## config.mk

```make
export PLATFORM = sky130hd
export DESIGN_NAME = fetch_sequencer
export DESIGN_NICKNAME = d
export VERILOG_FILES = /design/src/rtl/fetch_sequencer.sv
export SDC_FILE = /design/constraint.sdc
export NUM_CORES = 1
export LEC_CHECK = 0
export ABC_AREA = 1
export CAP_MARGIN = 30
export CORE_MARGIN = 3
export CORE_UTILIZATION = 56
export DETAILED_ROUTE_END_ITERATION = 7
export DONT_BUFFER_PORTS = 1
export HOLD_SLACK_MARGIN = 0.05
export PLACE_DENSITY_LB_ADDON = 0.15
export SLEW_MARGIN = 15
export SYNTH_ARGS = -nofsm -noshare
export SYNTH_HDL_FRONTEND = slang
export SYNTH_SLANG_ARGS = --single-unit
```

## constraint.sdc

```tcl
create_clock -name clk -period 1.35 [get_ports clk]
set_input_delay 0.27 -clock clk [delete_from_list [all_inputs] [get_ports clk]]
set_output_delay 0.27 -clock clk [all_outputs]
set_load 0.01 [all_outputs]
```

## src/rtl/fetch_sequencer.sv

```systemverilog
// PC owner and single-outstanding instruction fetch controller with a one-entry output register.
// Optional FETCH_HALT_EN macro adds a HALT state entered when decode accepts a HALT_OPCODE word.
module fetch_sequencer #(
  parameter logic [7:0] RESET_PC = 8'h00
`ifdef FETCH_HALT_EN
  ,
  parameter logic [5:0] HALT_OPCODE = 6'h3F
`endif
) (
  input  logic        clk,
  input  logic        reset,
  input  logic        start,
  input  logic        redirect_valid,
  input  logic [7:0]  redirect_addr,
  output logic        imem_req,
  output logic [7:0]  imem_addr,
  input  logic        imem_ack,
  input  logic [31:0] imem_rdata,
  output logic        instr_valid,
  output logic [31:0] instr_data,
  output logic [7:0]  instr_pc,
  input  logic        instr_ready,
  output logic        busy
);

`ifdef FETCH_HALT_EN
  typedef enum logic [2:0] {S_IDLE, S_FETCH, S_FULL, S_DRAIN, S_HALT} state_t;
`else
  typedef enum logic [2:0] {S_IDLE, S_FETCH, S_FULL, S_DRAIN} state_t;
`endif

  state_t      r_state;
  logic [7:0]  r_pc;
  logic        r_imem_req;
  logic [7:0]  r_imem_addr;
  logic        r_instr_valid;
  logic [31:0] r_instr_data;
  logic [7:0]  r_instr_pc;

  state_t      w_state;
  logic [7:0]  w_pc;
  logic        w_imem_req;
  logic [7:0]  w_imem_addr;
  logic        w_instr_valid;
  logic [31:0] w_instr_data;
  logic [7:0]  w_instr_pc;
  logic        w_transfer;

  assign w_transfer = r_instr_valid && instr_ready;

  always_comb begin
    // NOTE: every next value defaults to its register so no branch can infer a latch.
    w_state       = r_state;
    w_pc          = r_pc;
    w_imem_req    = r_imem_req;
    w_imem_addr   = r_imem_addr;
    w_instr_valid = r_instr_valid;
    w_instr_data  = r_instr_data;
    w_instr_pc    = r_instr_pc;

    unique case (r_state)
      S_IDLE: begin
        if (redirect_valid) begin
          w_pc = redirect_addr;
        end else if (start) begin
          w_state     = S_FETCH;
          w_imem_req  = 1'b1;
          w_imem_addr = r_pc;
        end
      end

      S_FETCH: begin
        if (redirect_valid) begin
          w_pc = redirect_addr;
          // A completed read is dropped and the request re-aimed; an open one must drain first.
          if (imem_ack) begin
            w_imem_addr = redirect_addr;
          end else begin
            w_state = S_DRAIN;
          end
        end else if (imem_ack) begin
          w_instr_data  = imem_rdata;
          w_instr_pc    = r_imem_addr;
          w_instr_valid = 1'b1;
          w_imem_req    = 1'b0;
          w_pc          = r_imem_addr + 8'd1;
          w_state       = S_FULL;
        end
      end

      S_DRAIN: begin
        if (redirect_valid) begin
          w_pc = redirect_addr;
        end
        if (imem_ack) begin
          w_state     = S_FETCH;
          w_imem_addr = redirect_valid ? redirect_addr : r_pc;
        end
      end

      S_FULL: begin
        if (redirect_valid) begin
          w_instr_valid = 1'b0;
          w_pc          = redirect_addr;
          w_state       = S_FETCH;
          w_imem_req    = 1'b1;
          w_imem_addr   = redirect_addr;
        end else if (w_transfer) begin
          w_instr_valid = 1'b0;
`ifdef FETCH_HALT_EN
          if (r_instr_data[31:26] == HALT_OPCODE) begin
            w_state = S_HALT;
          end else begin
            w_state     = S_FETCH;
            w_imem_req  = 1'b1;
            w_imem_addr = r_pc;
          end
`else
          w_state     = S_FETCH;
          w_imem_req  = 1'b1;
          w_imem_addr = r_pc;
`endif
        end
      end

`ifdef FETCH_HALT_EN
      S_HALT: begin
        if (redirect_valid) begin
          w_pc        = redirect_addr;
          w_state     = S_FETCH;
          w_imem_req  = 1'b1;
          w_imem_addr = redirect_addr;
        end
      end
`endif

      default: begin
        w_state    = S_IDLE;
        w_imem_req = 1'b0;
      end
    endcase
  end

  always_ff @(posedge clk) begin
    // NOTE: sequential state uses non-blocking assignments only; blocking ones live in always_comb.
    if (reset) begin
      r_state       <= S_IDLE;
      r_pc          <= RESET_PC;
      r_imem_req    <= 1'b0;
      r_imem_addr   <= RESET_PC;
      r_instr_valid <= 1'b0;
      r_instr_data  <= 32'h0;
      r_instr_pc    <= 8'h00;
    end else begin
      r_state       <= w_state;
      r_pc          <= w_pc;
      r_imem_req    <= w_imem_req;
      r_imem_addr   <= w_imem_addr;
      r_instr_valid <= w_instr_valid;
      r_instr_data  <= w_instr_data;
      r_instr_pc    <= w_instr_pc;
    end
  end

  assign imem_req    = r_imem_req;
  assign imem_addr   = r_imem_addr;
  assign instr_valid = r_instr_valid;
  assign instr_data  = r_instr_data;
  assign instr_pc    = r_instr_pc;
  assign busy        = (r_state == S_FETCH) || (r_state == S_FULL) || (r_state == S_DRAIN);

endmodule

```

Word level (Yosys, flattened, before mapping)
Cells that the tools add are included.

Bitwise logic cells: 2. Muxes and demuxes: 33. Reduce and logical (&&, ||, !) cells: 14. $add $sub $neg: 1. Equal/unequal tests: 12.

Operator list (number): $mux W8 (10); $pmux W8 S4 (1); $mux W3 (8); $pmux W8 S2 (1); $ne A2 B2 Y1 const B (6); $pmux W3 S4 (1); $reduce_and A6 Y1 (2); $mux W1 (10); $ne A3 B3 Y1 const B (3); $add A8 B1 Y8 const B (1); $reduce_and A7 Y1 (1); $eq A3 B2 Y1 const B (2); $pmux W1 S4 (1); $reduce_and A4 Y1 (1); $reduce_bool A2 Y1 (2); $reduce_bool A4 Y1 (1); $eq A3 B1 Y1 const B (1); $logic_not A3 Y1 (1); $reduce_and A3 Y1 (1); $reduce_or A3 Y1 (1); $logic_or A1 B1 Y1 (2); $not A1 Y1 (2); $pmux W1 S2 (1); $reduce_and A2 Y1 (1); $logic_and A1 B1 Y1 (1).

Flip-flop bits (word level): 61. Input bits: 46. Logic and storage cells: 69.

Logic depth before layout (Yosys ltp)
Depth after elaboration: 4. Depth in mapped cells: 10.

Worst setup path after synthesis
Ideal clock, no wire load.

Kind: register to register. From: register r_state[1]. To: register r_pc[0]. Stages on the path, launching flop included: 8. Clock period less this slack: 1463 ps. Required time: 1227 ps. Arrival time: 1340 ps. Setup slack: -113 ps. Buffers on the path: 1. Setup time: 123 ps. Path through: dfxtp_1 inv_1 ha_1 buf_2 o21ai_4 inv_1 o21ai_0 a21oi_1.

Cells in the longest elaborated chain, start to end: 4.

Ends and longest elaborated chain: from (decl) (line 32) `state_t r_state;`; from (signal assigned) (line 155) `r_state <= w_state;`; $eq A3 B2 Y1 / $logic_not A3 Y1 (equally long branches) (line 61) `unique case (r_state)`; $reduce_or A3 Y1 (no source line); $reduce_bool A2 Y1 (no source line); $reduce_and A2 Y1 (no source line); to (signal assigned) (line 156) `r_pc <= w_pc;`; to (decl) (line 33) `logic [7:0] r_pc;`.

Parallel ways exist; a longest one is shown, timed or not. A chain may end at the register's enable or synchronous reset.

Worst setup path in the final report
From: register r_state[0]. To: register r_instr_pc[2] (netlist: instr_pc[2]).

Cells in the longest elaborated chain, start to end: 2.

Ends and longest elaborated chain: $eq A3 B1 Y1 (line 61); $reduce_and A3 Y1 (no source line); to (signal assigned) (line 161) `r_instr_pc <= w_instr_pc;`; to (decl) (line 38) `logic [7:0] r_instr_pc;`.

Every way passes these cells.

==> results.txt <==
Final period util: 107.9%
Clock Sink Count: 60
RSZ-0062 raised after global routing: yes
number of enable flip-flop cells after synthesis: 0
maximum vdd drop: 1.238 mV
Final WS setup: -0.1069 ns
Synth async-reset ratio: 0%
Main synth FF type: dfxtp_1
Clock Tree Buf Depth: 2
worst skew pair latency: 0.33 ns
I/O pin cnt: 97
Slew Viols, Final: 0
CP Max Fanout: 10
routed len/inst: 14.83 um
Vias: 2,813
Slowest-stage cell, CP: dfxtp_4
post-synth top area cell: dfxtp_1
worst clock skew: 0.01280 ns
drt initial violations: 166
top post-synthesis cells by area: dfxtp_1 (42%), nor2_1 (12%), nand2_1 (11%)
Slew HR: 80.52%
max frequency: 686.4 MHz
CP endpoint kind: flop
Fin. Hold Viols: 0
GP Congestion: 0.7857
die outline area: 6001 um^2
H-Tree Depth: 3
Final setup viols: 59
Multi-input gate area: 1560 um^2
floorplan row count: 25
max cap viols: 0
DRT Pass-1 Iters: 5
Mapped Cells: 417
vias in the first global route: 2,764
top cell family by delay on the critical path: buffers and inverters
CTS tree: built
switching fraction of total power: 36.10%
Clk pin slew, worst setup/hold paths: 0.07 ns
root buf cell: clkbuf_8
count leader, synth: nor2_1
IO buf count: 0
run status: finished with violations
GRT Total Usage: 25.83%
Leakage: 1.670 nW
sequential area share after synthesis: 41.99%
Layout Nets: 504
clock power share: 24.5%
Synth Net Count: 470
starting density of the core: 59.38%
Mapped Area: 2860 um^2
WP buf/inv: 3
Final Hold Slack: 0.06581 ns
critical path arrival: 1.72 ns
Core Box Area: 4817 um^2
Reg area: 1206 um^2
vias per cell: 5.389
Area Growth Syn to Fin: 27.38%
ANT nets after route: 0
Combinational Power Share: 36.0%
die width: 77.47 um
crit path kind: reg2reg
failing checks: negative setup slack
grt ovf: 0
total CTS buffers: 9
Final Critical Period: 1.457 ns
Worst Hold Class: in2reg
Cell Chain, Critical Path: buf_4 -> ha_4 -> nand2_4 -> nor2_4 -> buf_6 -> clkbuf_16 -> o21ai_1 -> a21oi_1
DP HPWL: 4891 um
critical path's largest stage delay: 0.39 ns
layout cells sized above 1: 22.20%
Synth warnings: 0
Commonest cells post-synth: nor2_1 (94), nand2_1 (82), dfxtp_1 (60)
number of fill cells: 389
share of total power in sequential cells: 39.4%
Avg Cell Area, Syn: 6.859 um^2
DIE HEIGHT: 77.47 um
P per Cell Area: 1600 nW/um^2
routed wire length: 7742 um
first-pass GRT wire length: 12,540 um
top-area cell type share of the netlist area: 41.99%
#FFs+latches synth: 60
initial antenna violation count: 0
WP data required: 1.61 ns
Power Internal: 3.726 mW
Yosys cell types: 27
Final Util: 75.64%
# diodes: 0
DRC: 0
largest net degree at the start of global routing: 53
net switching power: 2.105 mW
slew at the pin closest to its max-slew limit: 0.2919 ns
Setup crit start kind: flop
[per-layer routing]
metal	part of all wire [%]	track usage, %
met3	8.9	8.121
met5	0	0
met4	1.9	15.30
met1	42	32.97
met2	47	38.08
[cells by family after synthesis]
kind of cell / count (synthesis) / share of synthesized area [%]
fa+ha+maj: 7 / 3.062
flops: 60 / 41.99
xor+xnor: 2 / 0.6125
compound gates: 99 / 17.98
buf+inv: 53 / 8.399
simple gates: 196 / 27.95
[state kept, by name, summed over array words and instances (netlist names)]
signal,count
imem_addr,8
imem_req,1
instr_data,32
instr_pc,8
instr_valid,1
r_pc,8
r_state,2
[cell usage in the layout (no fill, tap or decap), types with 5 or more instances in the layout]
cell and instances:
nand2_1 75, buf_12 6, buf_6 6, clkbuf_8 11, nor2_1 89, dfxtp_1 58
buf_4 26, nand2_2 5, inv_2 5, inv_1 25, o21ai_1 31, a21oi_1 25
o21ai_0 34, nor2_2 5, nand3_1 10
[power groups by stage]
| stage | logic, mW | clock network, mW | registers (mW) |
|---|---|---|---|
| 5_1_grt | 2.32 | 1.54 | 2.33 |
| 6_report | 2.10 | 1.43 | 2.30 |
| 4_1_cts | 1.90 | 1.46 | 2.28 |
| 2_1_floorplan | 1.08 | 0 | 2.31 |
| 3_3_place_gp | 1.61 | 0 | 2.31 |
| 3_5_place_dp | 1.64 | 0 | 2.31 |
[area by class of cell]
type,count,share of cell area [%]
Multi-Input combinational cell,304,42.82
Inverter,33,3.606
Sequential cell,60,33.10
Clock buffer,11,4.155
Timing Repair Buffer,43,13.32
Clock inverter,4,0.6868
Tap cell,67,2.301
[final timing paths]
check             cells after the start  slack [ns]             end           start
setup reg to reg                      8       -0.11     instr_pc[2]      r_state[0]
setup / recovery                      8       -0.11     instr_pc[2]      r_state[0]
hold / removal                        2        0.07  instr_data[22]  imem_rdata[22]
hold reg to reg                       2        0.51     instr_pc[0]     instr_pc[0]
[stage by stage]
stage	setup TNS, ns	std cells	power, mW	setup WS (ns)	instance area (um^2)
floorplan	0	417	3.384	0.006209	2873
global placement	-0.5743	493	3.915	-0.1173	3120
detailed placement	-1.647	493	3.945	-0.1082	3120
CTS	-2.305	516	5.643	-0.07377	3491
global route	-8.431	522	6.195	-0.2080	3643
finish	-3.349	522	5.831	-0.1069	3643
[what timing repair did]
item,4_1_cts,5_1_grt
setup endpoints to repair,57,61
setup buffers,6,3
resized for setup,34,34
cloned,1,3
pin swaps,8,10
endpoints found under the hold margin,3,0
hold buffers,1,0
(Power assumes the default switching activity.)
